File: config.mk
export PLATFORM = sky130hd
export DESIGN_NAME = serial_adder_top
export DESIGN_NICKNAME = d
export VERILOG_FILES = /design/src/rtl/serial_add_pkg.sv /design/src/rtl/fulladder.sv /design/src/rtl/serial_adder_top.sv /design/src/rtl/serial_add_ctrl.sv
export SDC_FILE = /design/constraint.sdc
export NUM_CORES = 1
export LEC_CHECK = 0
export CAP_MARGIN = 20
export CORE_ASPECT_RATIO = 1.75
export CORE_MARGIN = 10
export CORE_UTILIZATION = 49
export CTS_CLUSTER_DIAMETER = 50
export DETAILED_ROUTE_END_ITERATION = 8
export GPL_ROUTABILITY_DRIVEN = 0
export GPL_TIMING_DRIVEN = 0
export PLACE_DENSITY = 0.78
export SYNTH_ARGS = -nofsm -noshare
export SYNTH_HDL_FRONTEND = slang
export SYNTH_SLANG_ARGS = --single-unit
File: constraint.sdc
create_clock -name clk -period 2.27 [get_ports clk]
set_input_delay 0.3405 -clock clk [delete_from_list [all_inputs] [get_ports clk]]
set_output_delay 0.3405 -clock clk [all_outputs]
set_load 0.01 [all_outputs]
File: src/rtl/serial_add_pkg.sv
// Shared definitions for the bit-serial add/subtract sequencer.
//   sa_state_t   : sequencer states (IDLE, RUN, FLUSH)
//   SA_DEFAULT_W : default operand/result width
//   sa_carry_in  : carry-in for bit 0 (subtract forces 1, add uses cin)
package serial_add_pkg;

  localparam int SA_DEFAULT_W = 8;

  typedef enum logic [1:0] {
    IDLE  = 2'd0,
    RUN   = 2'd1,
    FLUSH = 2'd2
  } sa_state_t;

  // Subtract is A + ~B + 1, so the first carry-in is forced high.
  function automatic logic sa_carry_in(input logic sub, input logic cin);
    return sub | cin;
  endfunction

endpackage

File: src/rtl/fulladder.sv
// Registered one-bit full adder cell (one-cycle latency, no reset).
// Ports: clk; a, b, cin in; sum, cout registered out.
module fulladder (
  input  logic clk,
  input  logic a,
  input  logic b,
  input  logic cin,
  output logic sum,
  output logic cout
);

  // Sum and carry are registered; the cell carries no reset on purpose.
  always_ff @(posedge clk) begin
    sum  <= a ^ b ^ cin;
    cout <= (a & b) | (cin & (a ^ b));
  end

endmodule

File: src/rtl/serial_adder_top.sv
// Integration wrapper: sequencer plus the registered one-bit adder cell.
// Ports: clk, rst, start, sub, op_a[W], op_b[W], cin_in in;
//        busy, done, result[W], cout out.
module serial_adder_top
  import serial_add_pkg::*;
#(
  parameter int W = SA_DEFAULT_W
) (
  input  logic         clk,
  input  logic         rst,
  input  logic         start,
  input  logic         sub,
  input  logic [W-1:0] op_a,
  input  logic [W-1:0] op_b,
  input  logic         cin_in,
  output logic         busy,
  output logic         done,
  output logic [W-1:0] result,
  output logic         cout
);

  logic fa_a_s;
  logic fa_b_s;
  logic fa_cin_s;
  logic fa_sum_s;
  logic fa_cout_s;

  serial_add_ctrl #(.W(W)) u_ctrl (
    .clk     (clk),
    .rst     (rst),
    .start   (start),
    .sub     (sub),
    .op_a    (op_a),
    .op_b    (op_b),
    .cin_in  (cin_in),
    .busy    (busy),
    .done    (done),
    .result  (result),
    .cout    (cout),
    .fa_a    (fa_a_s),
    .fa_b    (fa_b_s),
    .fa_cin  (fa_cin_s),
    .fa_sum  (fa_sum_s),
    .fa_cout (fa_cout_s)
  );

  fulladder u_fa (
    .clk  (clk),
    .a    (fa_a_s),
    .b    (fa_b_s),
    .cin  (fa_cin_s),
    .sum  (fa_sum_s),
    .cout (fa_cout_s)
  );

endmodule

File: src/rtl/serial_add_ctrl.sv
// Bit-serial add/subtract sequencer driving a registered one-bit adder cell.
// Ports:
//   clk, rst (async, active high)
//   start, sub, op_a[W], op_b[W], cin_in : request and operands
//   busy, done, result[W], cout          : status and held result
//   fa_a, fa_b, fa_cin                   : drive to the adder cell
//   fa_sum, fa_cout                      : registered outputs of the cell
module serial_add_ctrl
  import serial_add_pkg::*;
#(
  parameter int W = SA_DEFAULT_W
) (
  input  logic         clk,
  input  logic         rst,
  input  logic         start,
  input  logic         sub,
  input  logic [W-1:0] op_a,
  input  logic [W-1:0] op_b,
  input  logic         cin_in,
  output logic         busy,
  output logic         done,
  output logic [W-1:0] result,
  output logic         cout,
  output logic         fa_a,
  output logic         fa_b,
  output logic         fa_cin,
  input  logic         fa_sum,
  input  logic         fa_cout
);

  localparam int IW = $clog2(W) + 1;
  localparam logic [IW-1:0] IDX_LAST = IW'(W - 1);

  sa_state_t     state_r;
  sa_state_t     state_next_s;
  logic [W-1:0]  sa_r;
  logic [W-1:0]  sb_r;
  logic [W-1:0]  res_sr_r;
  logic [W-1:0]  result_r;
  logic [IW-1:0] idx_r;
  logic          sub_r;
  logic          cin_r;
  logic          cout_r;
  logic          done_r;
  logic          busy_s;
  logic          fa_a_s;
  logic          fa_b_s;
  logic          fa_cin_s;

  // State register.
  always_ff @(posedge clk or posedge rst) begin
    if (rst) begin
      state_r <= IDLE;
    end else begin
      state_r <= state_next_s;
    end
  end

  // Next-state logic.
  always_comb begin
    state_next_s = state_r;
    case (state_r)
      IDLE: begin
        if (start) begin
          state_next_s = RUN;
        end else begin
          state_next_s = IDLE;
        end
      end
      RUN: begin
        if (idx_r == IDX_LAST) begin
          state_next_s = FLUSH;
        end else begin
          state_next_s = RUN;
        end
      end
      FLUSH:   state_next_s = IDLE;
      default: state_next_s = IDLE;
    endcase
  end

  // Cell drive and busy. Bit 0 takes the latched carry-in; later bits take the
  // cell's registered carry directly, so stale cell state is never consumed.
  always_comb begin
    busy_s   = 1'b0;
    fa_a_s   = 1'b0;
    fa_b_s   = 1'b0;
    fa_cin_s = 1'b0;
    case (state_r)
      RUN: begin
        busy_s = 1'b1;
        fa_a_s = sa_r[0];
        fa_b_s = sb_r[0];
        if (idx_r == {IW{1'b0}}) begin
          fa_cin_s = sa_carry_in(sub_r, cin_r);
        end else begin
          fa_cin_s = fa_cout;
        end
      end
      FLUSH:   busy_s = 1'b1;
      IDLE:    busy_s = 1'b0;
      default: busy_s = 1'b0;
    endcase
  end

  // Operand/result shift registers, bit index, held result and done pulse.
  always_ff @(posedge clk or posedge rst) begin
    if (rst) begin
      sa_r     <= {W{1'b0}};
      sb_r     <= {W{1'b0}};
      res_sr_r <= {W{1'b0}};
      result_r <= {W{1'b0}};
      idx_r    <= {IW{1'b0}};
      sub_r    <= 1'b0;
      cin_r    <= 1'b0;
      cout_r   <= 1'b0;
      done_r   <= 1'b0;
    end else begin
      done_r <= 1'b0;
      case (state_r)
        IDLE: begin
          if (start) begin
            sa_r  <= op_a;
            sb_r  <= op_b ^ {W{sub}};
            sub_r <= sub;
            cin_r <= cin_in;
            idx_r <= {IW{1'b0}};
          end
        end
        RUN: begin
          sa_r  <= {1'b0, sa_r[W-1:1]};
          sb_r  <= {1'b0, sb_r[W-1:1]};
          idx_r <= idx_r + {{(IW-1){1'b0}}, 1'b1};
          // The cell returns bit idx-1 now; nothing valid is back yet at idx 0.
          if (idx_r != {IW{1'b0}}) begin
            res_sr_r <= {fa_sum, res_sr_r[W-1:1]};
          end
        end
        FLUSH: begin
          result_r <= {fa_sum, res_sr_r[W-1:1]};
          cout_r   <= fa_cout;
          done_r   <= 1'b1;
        end
        default: begin
          done_r <= 1'b0;
        end
      endcase
    end
  end

  assign busy   = busy_s;
  assign done   = done_r;
  assign result = result_r;
  assign cout   = cout_r;
  assign fa_a   = fa_a_s;
  assign fa_b   = fa_b_s;
  assign fa_cin = fa_cin_s;

endmodule

---- Word level (Yosys, flattened, before mapping) ----
Index checks and enable logic that the tools add are counted.
cells by class
  add/sub/neg operators ................... 1
  multiply operators ...................... 0
  div/mod/pow operators ................... 0
  $lt $le $gt $ge ......................... 0
  equality and inequality tests ........... 4
  shift operators ......................... 0
  mux-type cells .......................... 15
  bitwise operators ....................... 7
  reduce and logical (&&, ||, !) cells .... 8
operator list
  cell                                                                   count
  8-bit case mux with 2 select lines                                     2
  8-bit 2-to-1 mux                                                       2
  4-bit case mux with 2 select lines                                     1
  8-bit bitwise XOR                                                      1
  1-bit 2-to-1 mux                                                       7
  2-bit AND reduction                                                    3
  4-bit by 1-bit adder with 4-bit output, second input constant          1
  4-bit by 3-bit equality test with 1-bit output, second input constant  1
  4-bit logical NOT                                                      1
  4-bit 2-to-1 mux                                                       1
  2-bit case mux with 2 select lines                                     1
  4-bit nonzero test                                                     1
  1-bit bitwise AND                                                      2
  2-bit by 1-bit equality test with 1-bit output, second input constant  1
  2-bit equality test, second input constant                             1
  2-bit logical NOT                                                      1
  2-bit 2-to-1 mux                                                       1
  2-bit inequality test, second input constant                           1
  1-bit bitwise OR                                                       2
  2-bit nonzero test                                                     1
  2-bit OR reduction                                                     1
  1-bit bitwise XOR                                                      2
storage, ports and cells
  bits in registers ....................... 44
  bits in latches ......................... 0
  bits in writable memories ............... 0
  ROM bits ................................ 0
  input port bits ......................... 21
  output and inout port bits .............. 11
  logic and storage cells ................. 47
  memories ................................ 0

---- Logic depth before layout (Yosys ltp) ----
Gate-level depths: netlist (run 1).
  word-level depth ........................ 5
  depth in mapped cells ................... 7
  depth with buffers taken out ............ 6

---- By module ----
Synthesis (run 1) repeated with hierarchy kept, for this count alone.
second synthesis, totals
  cells, all modules ...................... 165
  area total of the unflattened synthesis .. 2014.4 µm²
modules (own cells, without submodules)
  module           times used  cells each  area each (µm²)  seq. area each (µm²)
  serial_add_ctrl  1           162         1954.4           1026.0
  fulladder        1           3           60.1             40.0

---- Worst setup path before layout (run 1) ----
OpenSTA, ideal clock, no wires.
  path kind ............................... reg-to-reg
  start point ............................. reg u_ctrl.state_r[1]
  end point ............................... reg u_fa.sum
  library setup time ...................... 131 ps
  arrival ................................. 1469 ps
  required time ........................... 2139 ps
  path slack .............................. 670 ps
  stages on the path, launching flop included .. 7
  buffers on the path ..................... 2
  clock period less this slack ............ 1600 ps
  path through ............................ dfrtp_1 > inv_1 > ha_1 > buf_4 > buf_2 > and2_1 > fa_1
on the way
  word-level cells in the longest chain between the ends .. 4
  elaborated cells between the ends (all ways) .. 6
  those cells by class .................... eq/ne: 1; mux: 3; bitwise: 2
RTL lines
  element                                           line                   RTL
  from (decl)                                       serial_add_ctrl.sv:34  sa_state_t state_r;
  from (signal assigned)                            serial_add_ctrl.sv:55  state_r <= state_next_s;
  2-bit by 1-bit equality test with 1-bit output *  serial_add_ctrl.sv:89  case (state_r)
  1-bit 2-to-1 mux                                  serial_add_ctrl.sv:89
  1-bit bitwise XOR                                 fulladder.sv:14        sum <= a ^ b ^ cin;
  1-bit bitwise XOR *                               fulladder.sv:14
  to (signal assigned)                              fulladder.sv:14
  to (decl)                                         fulladder.sv:8         output logic sum,
Every way passes the cells marked *; elsewhere a longest branch is shown, timed or not.
A chain may end at the register's enable or synchronous reset.

---- Worst setup path after layout (run 1) ----
  start point ............................. reg u_ctrl.state_r[0]
  end point ............................... out busy
on the way
  word-level cells in the longest chain between the ends .. 3
  elaborated cells between the ends (all ways) .. 4
  those cells by class .................... eq/ne: 2; mux: 1; reduce/logical: 1
RTL lines
  element                                                                                line                    RTL
  2-bit by 1-bit equality test with 1-bit output or 2-bit equality test (tied branches)  serial_add_ctrl.sv:89
  2-bit OR reduction (no line) *                                                         n/a
  1-bit 2-to-1 mux *                                                                     serial_add_ctrl.sv:89
  to (decl)                                                                              serial_adder_top.sv:16  output logic busy,
Marked as above.

==> results of run 1 <==
logic make-up (layout without fill, tap and decap cells):
family	Yosys count	count (layout)
XOR/XNOR	8	8
AO/OA/AOI/OAI	22	22
adder cells (fa/ha/maj)	7	7
flip-flops	43	43
AND/OR/NAND/NOR	38	38
multiplexers	33	33
buffers and inverters	14	52
cell usage in the layout (no fill, tap or decap):
cell	netlist	final
o21ai_0	10	10
o211a_1	1	1
clkdlybuf4s50_1	0	30
nor2_1	2	2
clkbuf_4	1	1
clkinvlp_4	0	1
buf_2	3	3
nor3b_1	1	1
nand3_1	1	1
o211ai_1	2	2
fa_1	1	1
and2_1	2	2
dfxtp_1	2	2
clkinv_2	0	1
inv_1	5	4
o31ai_1	1	1
xor2_1	7	7
clkbuf_1	0	1
nand2b_1	3	3
ha_1	6	6
mux2_4	7	7
o21ai_1	6	6
nand4b_1	2	2
mux2i_4	1	1
buf_4	3	3
a21oi_1	1	1
mux2i_1	14	14
xnor2_1	1	1
clkbuf_8	0	5
nor3b_2	1	1
mux2_2	11	11
nand2_1	25	25
a32o_1	1	1
inv_2	0	1
and3_1	1	1
buf_6	2	2
dfrtp_1	41	41
routing by layer:
| layer | share of wire (%) | up-vias | track usage, % |
|---|---|---|---|
| met3 | 5.5 | 9 | 2.99 |
| met4 | 2.1 | 0 | 4.91 |
| met5 | 0 | - | 0 |
| li1 | - | 630 | - |
| met1 | 37 | 652 | 12.6 |
| met2 | 55 | 36 | 21.1 |
worst max path at each step:
stage                                 from                          end  slack, ns
6_report       u_ctrl.state_r[0]$_DFF_PP0_                         busy       0.36
5_1_grt        u_ctrl.state_r[0]$_DFF_PP0_                         busy       0.30
4_1_cts        u_ctrl.state_r[0]$_DFF_PP0_                         busy       0.34
3_5_place_dp   u_ctrl.state_r[1]$_DFF_PP0_             u_fa.sum$_DFF_P_       0.53
3_3_place_gp                           rst  u_ctrl.idx_r[3]$_DFFE_PP0P_       0.20
2_1_floorplan  u_ctrl.state_r[1]$_DFF_PP0_             u_fa.sum$_DFF_P_       0.67
critical path, stage by stage (launching register included):
cell	delay, ns
dfrtp_1	0.38
inv_1	0.08
ha_1	0.29
clkdlybuf4s50_1	0.54
registers in the layout (all words and copies together) (netlist names):
| signal | cells |
|---|---|
| u_ctrl.cin_r | 1 |
| u_ctrl.sub_r | 1 |
| u_ctrl.res_sr_r | 7 |
| u_ctrl.idx_r | 4 |
| u_ctrl.sa_r | 8 |
| u_ctrl.done | 1 |
| u_ctrl.sb_r | 8 |
| u_ctrl.cout | 1 |
| u_ctrl.state_r | 2 |
| u_fa.sum | 1 |
| u_ctrl.result | 8 |
| u_fa.cout | 1 |
layout make-up:
class	count	area, um2
fill	320	1480
sequential	43	1070
multi-input combinational	108	866
timing repair buffer	30	300
clock buffer	6	72.6
buffer	9	67.6
tap	48	60.1
inverter	5	18.8
clock inverter	2	12.5
metrics by stage:
step                hold slack, ns  instance area (um2)  util (%)
finish                       0.475                 2460      62.5
global route                 0.506                 2460      62.5
floorplan                    0.442                 2020         -
detailed placement           0.463                 2380      60.3
CTS                          0.481                 2460      62.5
global placement             0.457                 2380      60.3
power by group:
group          switching (mW)  internal [mW]
Sequential              0.191           1.06
Clock                   0.253          0.215
Combinational           0.593          0.670
Total                    1.04           1.95
==> results.txt, run 1 <==
The residual antenna-violating net count after detailed routing is 0. The floorplan row count came out at 30. After layout, the worst path uses 84.2% of the clock period. The peak supply drop is 0.000842 V. The post-synth net total is 193. The wire-length estimate of the detail-placed layout is 3060 um. STA classifies the critical path startpoint as a flop. For this run, design rule violations remaining after detail routing come to 0. For the worst-skew pair, the clock arrives at the later sink with an insertion delay of 0.29 ns. Once the floorplan was initialized, standard cells occupied 51.2% of the core. Counting flops with a built-in enable in the synthesized netlist gives 0. The timing-limited maximum frequency came out at 523 MHz. The maximum root-to-sink buffer count is 2.

Setup violations remaining at the end of the flow were counted as 0. The startpoint identified for the worst register-to-register timing path is u_ctrl.state_r[1]$_DFF_PP0_. The clock root buffer is clkbuf_8. TritonCTS built the clock tree.

The layout cell share with drive strength beyond 1 is 18.2%. The pin count of the biggest net entering global routing came out at 42. The post-placement cell count came out at 243.

The final wirelength came out at 3980 um. The post-CTS setup-driven buffer insertion count came out at 0. During synthesis, Yosys emitted a total of 0 warnings. The global-route wire length before repair is 6840 um. The share of synthesized flip-flops with an asynchronous set or reset is 95.3%. The critical path is of the reg -> out type. The number of global-route vias before repair is 1516. Along the worst hold path, the cell count comes to 2. Averaged over all synthesized cells, the footprint is 12.2 um2. In this run the register-to-register setup slack is 0.51 ns.

In the final routed layout, each cell accounts on average for 15.8 um. In this run the most critical hold path is launched from u_ctrl.sb_r[0]$_DFFE_PP0P_. The post-CTS resize count came out at 0. Dividing total power by cell area gives a power density of 1210 nW/um2. The post-synthesis cell area came out at 2020 um2. The total overflow left after global routing is 0. The clock-pin slew on the worst setup and hold paths came out at 0.08 ns. The post-route minimum period came out at 1.91 ns. For hold timing, the worst endpoint is u_ctrl.sb_r[0]$_DFFE_PP0P_. The main combinational cell family by area after synthesis is multiplexers. After synthesis, the most frequently instantiated cells are 41 x dfrtp_1, 25 x nand2_1, 14 x mux2i_1, 11 x mux2_2, 10 x o21ai_0. By area the synthesized netlist is led by dfrtp_1 51%, mux2i_1 6.9%, mux2_2 6.1%, mux2_4 5.2%, nand2_1 4.6%. The critical path data required time came out at 1.93 ns. Summing the areas of all compound-gate instances in the mapped netlist gives 6.32% of the synthesized area.

The transition time of the tightest slew-check pin came out at 0.820 ns. For this design the top-level I/O count stands at 32. After technology mapping, the gate count stands at 165.

The global-route total usage across every layer came out at 12.0%. The worst setup path is captured at an output pin. Of the total synthesized cell area, the portion taken by XOR and XNOR cells is 3.47%.

The die height is 105 um. In the final timing run, aggregate negative setup slack is 0 ns. The path depth of the worst reg2reg path came out at 6. The run finished with clean final reports.

The worst slew margin relative to its limit came out at 45.3%. The number of diodes is 0. The fraction of synthesized cell area taken by the top area cell type is 50.8%. The relative area change from synthesis to final layout is 22.1%. The core region area is 3940 um2. The synthesized design contains 43 register bits. The top fanout value on the critical path came out at 3. Total power for the finished layout comes to 2.98 mW.

The TritonCTS buffer count is 5. The simple logic cell fraction of the synthesized area is 8.99%. The number of pins exceeding their max-slew limit in the final report came out at 0. The quantity of hold-fixing buffers added after cts is 0. The area of the die is 7190 um2. For this run, the register share of the synthesized area comes to 52.8%. In this run the worst hold path is classified as reg -> reg. The area share of fa/ha/maj cells after synthesis came out at 4.71%. Setup repair after global routing left no endpoint under its margin. The first TritonRoute pass finished after 4 iterations. After the first detailed-routing iteration, the DRC count stood at 57. The fraction of synthesized area in multiplexers came out at 19.4%. The leakage power came out at 1.16 nW. The tool flagged a number of max-cap violations equal to 0. The final-stage net count came out at 230.

The number of antenna violations at the first check in global routing came out at 0. The most common flop cell mapped by yosys is dfrtp_1. dfrtp_1 is the most common cell in the netlist. The worst path arrival time is 1.57 ns. The slack of the critical path is 0.359 ns. The TritonCTS sink count came out at 43. The biggest area contributor in the post-synthesis netlist is dfrtp_1. The destination of the worst register-to-register timing path is u_fa.sum$_DFF_P_. The total count of hold-check failures in the final report is 0. The final cell count without fillers came out at 251.

The netlist uses 31 different library cells. The die is 68.5 um wide. The maximum clock skew at final layout is 0.00381 ns.

The level count of the clock H-tree came out at 2. Dividing the detail-routed via count by the number of cells gives 5.29. The via count of the routed design came out at 1327. Timing analysis after detailed placement gives a worst setup slack of 0.527 ns. Port buffering added 30 buffers.
Note: power is estimated with default switching activity, not from simulation.
==> inputs of run 2 (changes only) <==
clock period = 1.85 ns   (was 2.27 ns; I/O delays follow)
==> run 2 against run 1 <==
- combinational power is 23% higher
- non-clock buffer count unchanged
- die area unchanged
- count of clock-buffer cells in the layout is the same
- cell area hardly changed
- global-route usage is essentially flat
- critical endpoint is now u_fa.sum$_DFF_P_
- largest cell class unchanged
- largest power group unchanged
==> results.txt, run 2 (synthesized netlist as in run 1, its figures left out) <==
The top fanout value on the critical path came to 10 (+7). The library cells used most frequently in the layout, excluding fill and tap cells, are 41 x dfrtp_1, 29 x clkdlybuf4s50_1, 25 x nand2_1, 14 x mux2i_1, 11 x mux2_2. The final hold slack is 0.447 ns (-0.0282 ns). The TritonCTS clock tree is yes. The worst path arrival time came to 1.90 ns (+0.33 ns). The slack of the critical path was 0.122 ns (-0.237 ns). The clock insertion delay at the later pin of the skew report came to 0.29 ns (about the same). The maximum root-to-sink buffer count came to 2 (unchanged). Leaving out fill and tap cells, the most frequent cell in the layout is dfrtp_1. The pin count of the biggest net entering global routing came out at 42 (unchanged). The area of the die came to 7190 um2 (unchanged). The residual antenna-violating net count after detailed routing is 0 (unchanged). The min-delay analysis places its worst path in the category in -> reg. The via count of the routed design is 1316 (-0.83%). The layout cell share with drive strength beyond 1 came out at 18.2% (unchanged). The share of the clock period used by the worst path after layout came out at 93.4%.

The initial cell density of the core is 51.2% (unchanged). The post-placement cell count is 243 (unchanged). The final-stage net count is 230 (unchanged). The TritonCTS sink count is 43 (unchanged).

The maximum clock skew at final layout is 0.00375 ns (-0.0000558 ns). The sum of net half-perimeters after detailed placement came out at 3060 um (unchanged). The timing-limited maximum frequency is 579 MHz. The most critical setup path has its startpoint at u_ctrl.state_r[1]$_DFF_PP0_.

The first-pass iteration count of the detailed router is 4 (unchanged). The global-route total usage across every layer came to 12.0% (+0.021 points). The post-CTS setup-driven buffer insertion count is 0 (unchanged). The destination of the worst register-to-register timing path is u_fa.sum$_DFF_P_. The quantity of hold-fixing buffers added after cts is 0 (unchanged). The total power per unit cell area came out at 1480 nW/um2 (+22%). The number of diodes is 0 (unchanged).

The category of the worst setup path launch point is a flop. The TritonCTS buffer count came out at 5 (unchanged). The clock-pin slew on the worst setup and hold paths came out at 0.08 ns (about the same). Setup repair after global routing left no endpoint under its margin. The peak supply drop is 0.00103 V (+23%).

The pre-CTS setup slack is 0.107 ns (-0.420 ns). The total negative setup slack is 0 ns (unchanged). The detailed-route vias per instance came out at 5.24 (-0.83%). The count of port buffers added during placement came out at 30 (unchanged). The routed design could run at a clock period as short as 1.73 ns. The flow ran to the end, and the final reports show no timing, DRC or antenna violations. The number of global-route vias before repair is 1519 (+0.20%). The number of endpoints failing setup at the final stage is 0 (unchanged). The leftover overflow at the end of global routing is 0 (unchanged).

The count of boundary I/O pins is 32 (unchanged). The final design instance area without fill came to 2460 um2 (about the same). The number of design-rule violations left by the first detailed-router iteration was 57 (unchanged). The critical path data required time was 2.02 ns (+0.09 ns). The final cell count without fillers was 251 (unchanged).

The core region area came out at 3940 um2 (unchanged). The number of pins exceeding their max-slew limit in the final report is 0 (unchanged). The total count of hold-check failures in the final report is 0 (unchanged). The level count of the clock H-tree was 2 (unchanged).

The setup path with the least slack is of type reg -> reg. The critical path endpoint is u_fa.sum$_DFF_P_. The total power is 3.66 mW (+23%). The clock root buffer is clkbuf_8.

The global-route wire length before repair came out at 6860 um (+0.20%). The worst setup slack for register-to-register paths is 0.12 ns (-0.39 ns). The worst slew margin relative to its limit was 45.2% (-0.053 points).

The routed wire length per instance is 15.8 um (-0.13%). STA classifies the critical path endpoint as a flop. The die height came out at 105 um (unchanged). The final wirelength is 3970 um (-0.13%). The leakage power came out at 1.16 nW (+0.19%). The width of the die is 68.5 um (unchanged). The floorplan row count was 30 (unchanged). The core occupancy in the finished layout was 62.5% (about the same).

The instance area at placement came to 2380 um2 (unchanged). The relative area change from synthesis to final layout came out at 22.1% (about the same). The post-route DRC violation count came out at 0 (unchanged). The number of antenna violations at the first check in global routing came to 0 (unchanged). The max capacitance violation total is 0 (unchanged).

The path depth of the worst reg2reg path came to 6 (unchanged). The transition time of the tightest slew-check pin came out at 0.821 ns (+0.000795 ns). In this run the critical register-to-register path is launched from u_ctrl.state_r[1]$_DFF_PP0_.
## run 2: cell types whose count changed in the layout (fill, tap and decap cells not counted)
cell	change
buf_2	-1
clkdlybuf4s50_1	-1
clkbuf_4	+1
dlygate4sd2_1	+1
## run 2: critical path, stage by stage (launching register included)
cell and delay, ns:
dfrtp_1 0.39, inv_1 0.11, ha_1 0.16, buf_4 0.16
clkbuf_4 0.21, and2_1 0.17, fa_1 0.41
## run 2: power breakdown
group,total [mW],internal [mW],switching (mW)
clock,0.575,0.264,0.311
combinational,1.55,0.818,0.728
sequential,1.54,1.30,0.233
## run 2: how the worst min path moves through the flow
stage                          startpoint  cells past startpoint                         end  slack (ns)
2_1_floorplan                     op_a[7]                      2  u_ctrl.sa_r[7]$_DFFE_PP0P_        0.42
3_3_place_gp   u_ctrl.sb_r[0]$_DFFE_PP0P_                      2  u_ctrl.sb_r[0]$_DFFE_PP0P_        0.46
3_5_place_dp   u_ctrl.sb_r[0]$_DFFE_PP0P_                      2  u_ctrl.sb_r[0]$_DFFE_PP0P_        0.46
4_1_cts                               sub                      2    u_ctrl.sub_r$_DFFE_PP0P_        0.44
5_1_grt                               sub                      3  u_ctrl.sb_r[7]$_DFFE_PP0P_        0.44
6_report                              sub                      2    u_ctrl.sub_r$_DFFE_PP0P_        0.45
## run 2: final cells by class
class | count | area, um2
inverters | 5 | 18.8
flip-flops and latches | 43 | 1070
fillers | 321 | 1480
multi-input cells | 108 | 866
repair buffers | 30 | 299
clock inverters | 2 | 12.5
plain buffers | 9 | 70.1
well taps | 48 | 60.1
clock buffers | 6 | 72.6
## run 2: repair_timing
item,4_1_cts,5_1_grt
hold endpoints to repair,0,0
setup endpoints to repair,1,1
resized for setup,1,1
## run 2: layer usage
metal	part of all wire [%]	global-route usage (%)	wire length (um)	vias to the layer above
li1	-	-	-	630
met1	37	12.6	1470	643
met2	55	21.1	2190	34
met3	5.7	3.10	226	9
met4	2.1	4.91	82	0
met5	0	0	0	-
==> inputs of run 3 (changes only) <==
CORE_MARGIN = unset   (was 10)
CORE_UTILIZATION = 48   (was 49)
PLACE_DENSITY = 0.79   (was 0.78)
RECOVER_POWER = 100   (was unset)
clock period = 1.4 ns   (was 1.85 ns; I/O delays follow)
==> run 3 against run 2 <==
- sequential share of layout area fell by 7.3 points
- utilization grew 13 points
- worst setup slack worse by 0.31 ns
- clock power increased by 53%
- critical path type unchanged
- the flow now finishes with violations (setup timing)
- clock skew is 0.0012 ns higher
- sequential power increased by 38%
- critical path depth is 2 higher
- largest cell class is now multi-input gates
- count of clock-buffer cells in the layout up 1
- sequential cell count is the same
- global-route usage grew 11 points
- cell count rose by 9.6%
==> results.txt, run 3 (synthesized netlist as in run 1, its figures left out) <==
The flow ran to the end, but the final reports show violations. The checks that failed: setup timing. The maximum root-to-sink buffer count is 2 (unchanged). The leakage power came out at 1.41 nW (+21%). The quantity of hold-fixing buffers added after cts came out at 0 (unchanged). The TritonCTS sink count was 43 (unchanged). The worst hold path belongs to the class in -> reg.

The clock insertion delay at the later pin of the skew report came out at 0.29 ns (about the same). The first-pass iteration count of the detailed router is 4 (unchanged). The TritonCTS buffer count came out at 5 (unchanged). The top fanout value on the critical path is 5 (-5). The count of port buffers added during placement was 30 (unchanged).

The leftover overflow at the end of global routing is 0 (unchanged). TritonCTS built the clock tree. The final design instance area without fill came to 2960 um2 (+20%).

The area of the die came out at 4480 um2 (-38%). The worst path arrival time came out at 1.77 ns (-0.13 ns). The layout filler cell count came out at 262 (-18%). The residual antenna-violating net count after detailed routing was 0 (unchanged). The category of the worst setup path launch point is a flop. The number of pins exceeding their max-slew limit in the final report is 0 (unchanged). The clock root buffer is clkbuf_8. The final wirelength was 5000 um (+26%).

The total count of hold-check failures in the final report came out at 0 (unchanged). The slack of the critical path is -0.184 ns (-0.306 ns). The share of the clock period used by the worst path after layout came out at 113% (+20 points).

The peak supply drop was 0.00133 V (+29%). The core region area came out at 3940 um2 (unchanged). The initial cell density of the core is 51.2% (unchanged).

The routed wire length per instance is 18.2 um (+15%). The level count of the clock H-tree is 2 (unchanged). The number of endpoints failing setup at the final stage is 29 (+29). Leaving out fill and tap cells, the most frequent cells in the layout are 41 x dfrtp_1, 19 x clkdlybuf4s50_1, 14 x buf_4, 12 x mux2i_1, 12 x o21ai_2. The clock-pin slew on the worst setup and hold paths is 0.08 ns (about the same). The width of the die came out at 51.0 um (-26%). The area used by multi-input combinational logic was 1070 um2 (+24%). The area taken by flip-flops and latches came to 1070 um2 (unchanged).

Walking the worst path, the cells encountered are buf_6 -> ha_4 -> buf_6 -> mux2i_4 -> buf_12 -> buf_8 -> nand2_2 -> o31ai_1. The delay of the slowest cell on the worst path is 0.41 ns (about the same). The die height came out at 87.8 um (-16%). The core occupancy in the finished layout came to 75.2% (+13 points). The maximum clock skew at final layout is 0.00498 ns (+0.00123 ns).

The sum of net half-perimeters after detailed placement came to 2710 um (-11%). The pin count of the biggest net entering global routing came out at 42 (unchanged). The count of boundary I/O pins came out at 32 (unchanged). The post-route DRC violation count came out at 0 (unchanged). The layout cell share with drive strength beyond 1 came out at 44.9% (+27 points). The post-route minimum period came out at 1.58 ns (-0.144 ns). The instance area at placement is 2410 um2 (+1.5%). STA classifies the critical path endpoint as a flop. The number of global-route vias before repair is 1564 (+3.0%). The total power per unit cell area came out at 2240 nW/um2 (+51%).

Among the stages of the critical path, the cell type that occurs most often is buf_6. Setup repair after global routing could not meet its margin everywhere. The global-route wire length before repair is 7510 um (+9.6%). The critical path data required time is 1.59 ns (-0.43 ns). The floorplan row count is 30 (unchanged).

The relative area change from synthesis to final layout is 46.9%. The cell with the largest stage delay on the worst path is dfrtp_1. The number of buffers and inverters on the critical path is 4 (+1). The worst slew margin relative to its limit is 43.7% (-1.4 points). The number of antenna violations at the first check in global routing came out at 0 (unchanged). The number of diodes came out at 0 (unchanged). The number of design-rule violations left by the first detailed-router iteration is 20 (-65%).

The global-route total usage across every layer is 23.1% (+11 points). The timing-limited maximum frequency came to 631 MHz (+9.1%). The max capacitance violation total came out at 0 (unchanged). In this design, the largest share of critical-path delay is due to buffers and inverters.

The detailed-route vias per instance came out at 5.38 (+2.6%). The worst setup path is of the reg -> reg kind. The final-stage net count came to 254 (+10%). The pre-CTS setup slack came out at -0.186 ns (-0.292 ns). The library cell used most frequently in the layout, excluding fill and tap cells, is dfrtp_1. The via count of the routed design is 1479 (+12%). The transition time of the tightest slew-check pin came out at 0.843 ns (+0.0217 ns).
-- run 3: metal layers --
layer / GRT usage [%] / part of all wire (%)
met3: 3.99 / 2.4
met4: 11.6 / 2.0
met2: 41.1 / 58
met1: 26.0 / 38
met5: 0 / 0
-- run 3: power breakdown --
part / total, mW / switching (mW) / internal [mW] / leakage [nW]
clock: 0.879 / 0.430 / 0.449 / 0.0505
sequential: 2.13 / 0.408 / 1.72 / 0.546
combinational: 3.62 / 1.57 / 2.05 / 0.813
total: 6.63 / 2.41 / 4.22 / 1.41
-- run 3: through the flow --
stage          hold slack [ns]  power [mW]  TNS [ns]  std cells
2_1_floorplan            0.350        3.62    -0.485        165
3_3_place_gp             0.463        4.08    -26.33        243
3_5_place_dp             0.478        4.20     -4.54        243
4_1_cts                  0.372        5.97     -1.42        269
5_1_grt                  0.400        6.97     -5.20        275
6_report                 0.376        6.63     -3.81        275
-- run 3: layout make-up --
| type | instances | area share, % |
|---|---|---|
| Inverter | 5 | 0.633 |
| Multi-Input combinational cell | 109 | 36.3 |
| Tap cell | 48 | 2.03 |
| Timing Repair Buffer | 54 | 18.2 |
| Clock inverter | 1 | 0.253 |
| Buffer | 8 | 3.42 |
| Sequential cell | 43 | 36.0 |
| Clock buffer | 7 | 3.25 |
-- run 3: timing repair --
item / 4_1_cts / 5_1_grt
endpoints found under the hold margin: 0 / 0
setup endpoints to repair: 43 / 37
gates resized for setup: 52 / 39
setup buffers: 15 / 5
pin swaps: 19 / 7
cloned: 4 / 1
-- run 3: path summary, 6_finish.rpt --
check                                            start                    endpoint  slack [ns]  cells past startpoint
setup reg to reg           u_ctrl.state_r[0]$_DFF_PP0_  u_ctrl.sb_r[7]$_DFFE_PP0P_       -0.18                      8
min in group asynchronous                          rst  u_ctrl.sa_r[2]$_DFFE_PP0P_        0.54                      2
setup / recovery           u_ctrl.state_r[0]$_DFF_PP0_  u_ctrl.sb_r[7]$_DFFE_PP0P_       -0.18                      8
hold / removal                                     sub    u_ctrl.sub_r$_DFFE_PP0P_        0.38                      2
max in group asynchronous                          rst  u_ctrl.sb_r[5]$_DFFE_PP0P_        0.33                      2
hold reg to reg             u_ctrl.sa_r[5]$_DFFE_PP0P_  u_ctrl.sa_r[5]$_DFFE_PP0P_        0.50                      2
-- run 3: worst reg2reg max path, stage by stage (launching register included) --
cell and delay (ns):
dfrtp_1 0.41, buf_6 0.13, ha_4 0.18, buf_6 0.13
mux2i_4 0.22, buf_12 0.17, buf_8 0.13, nand2_2 0.05
o31ai_1 0.07
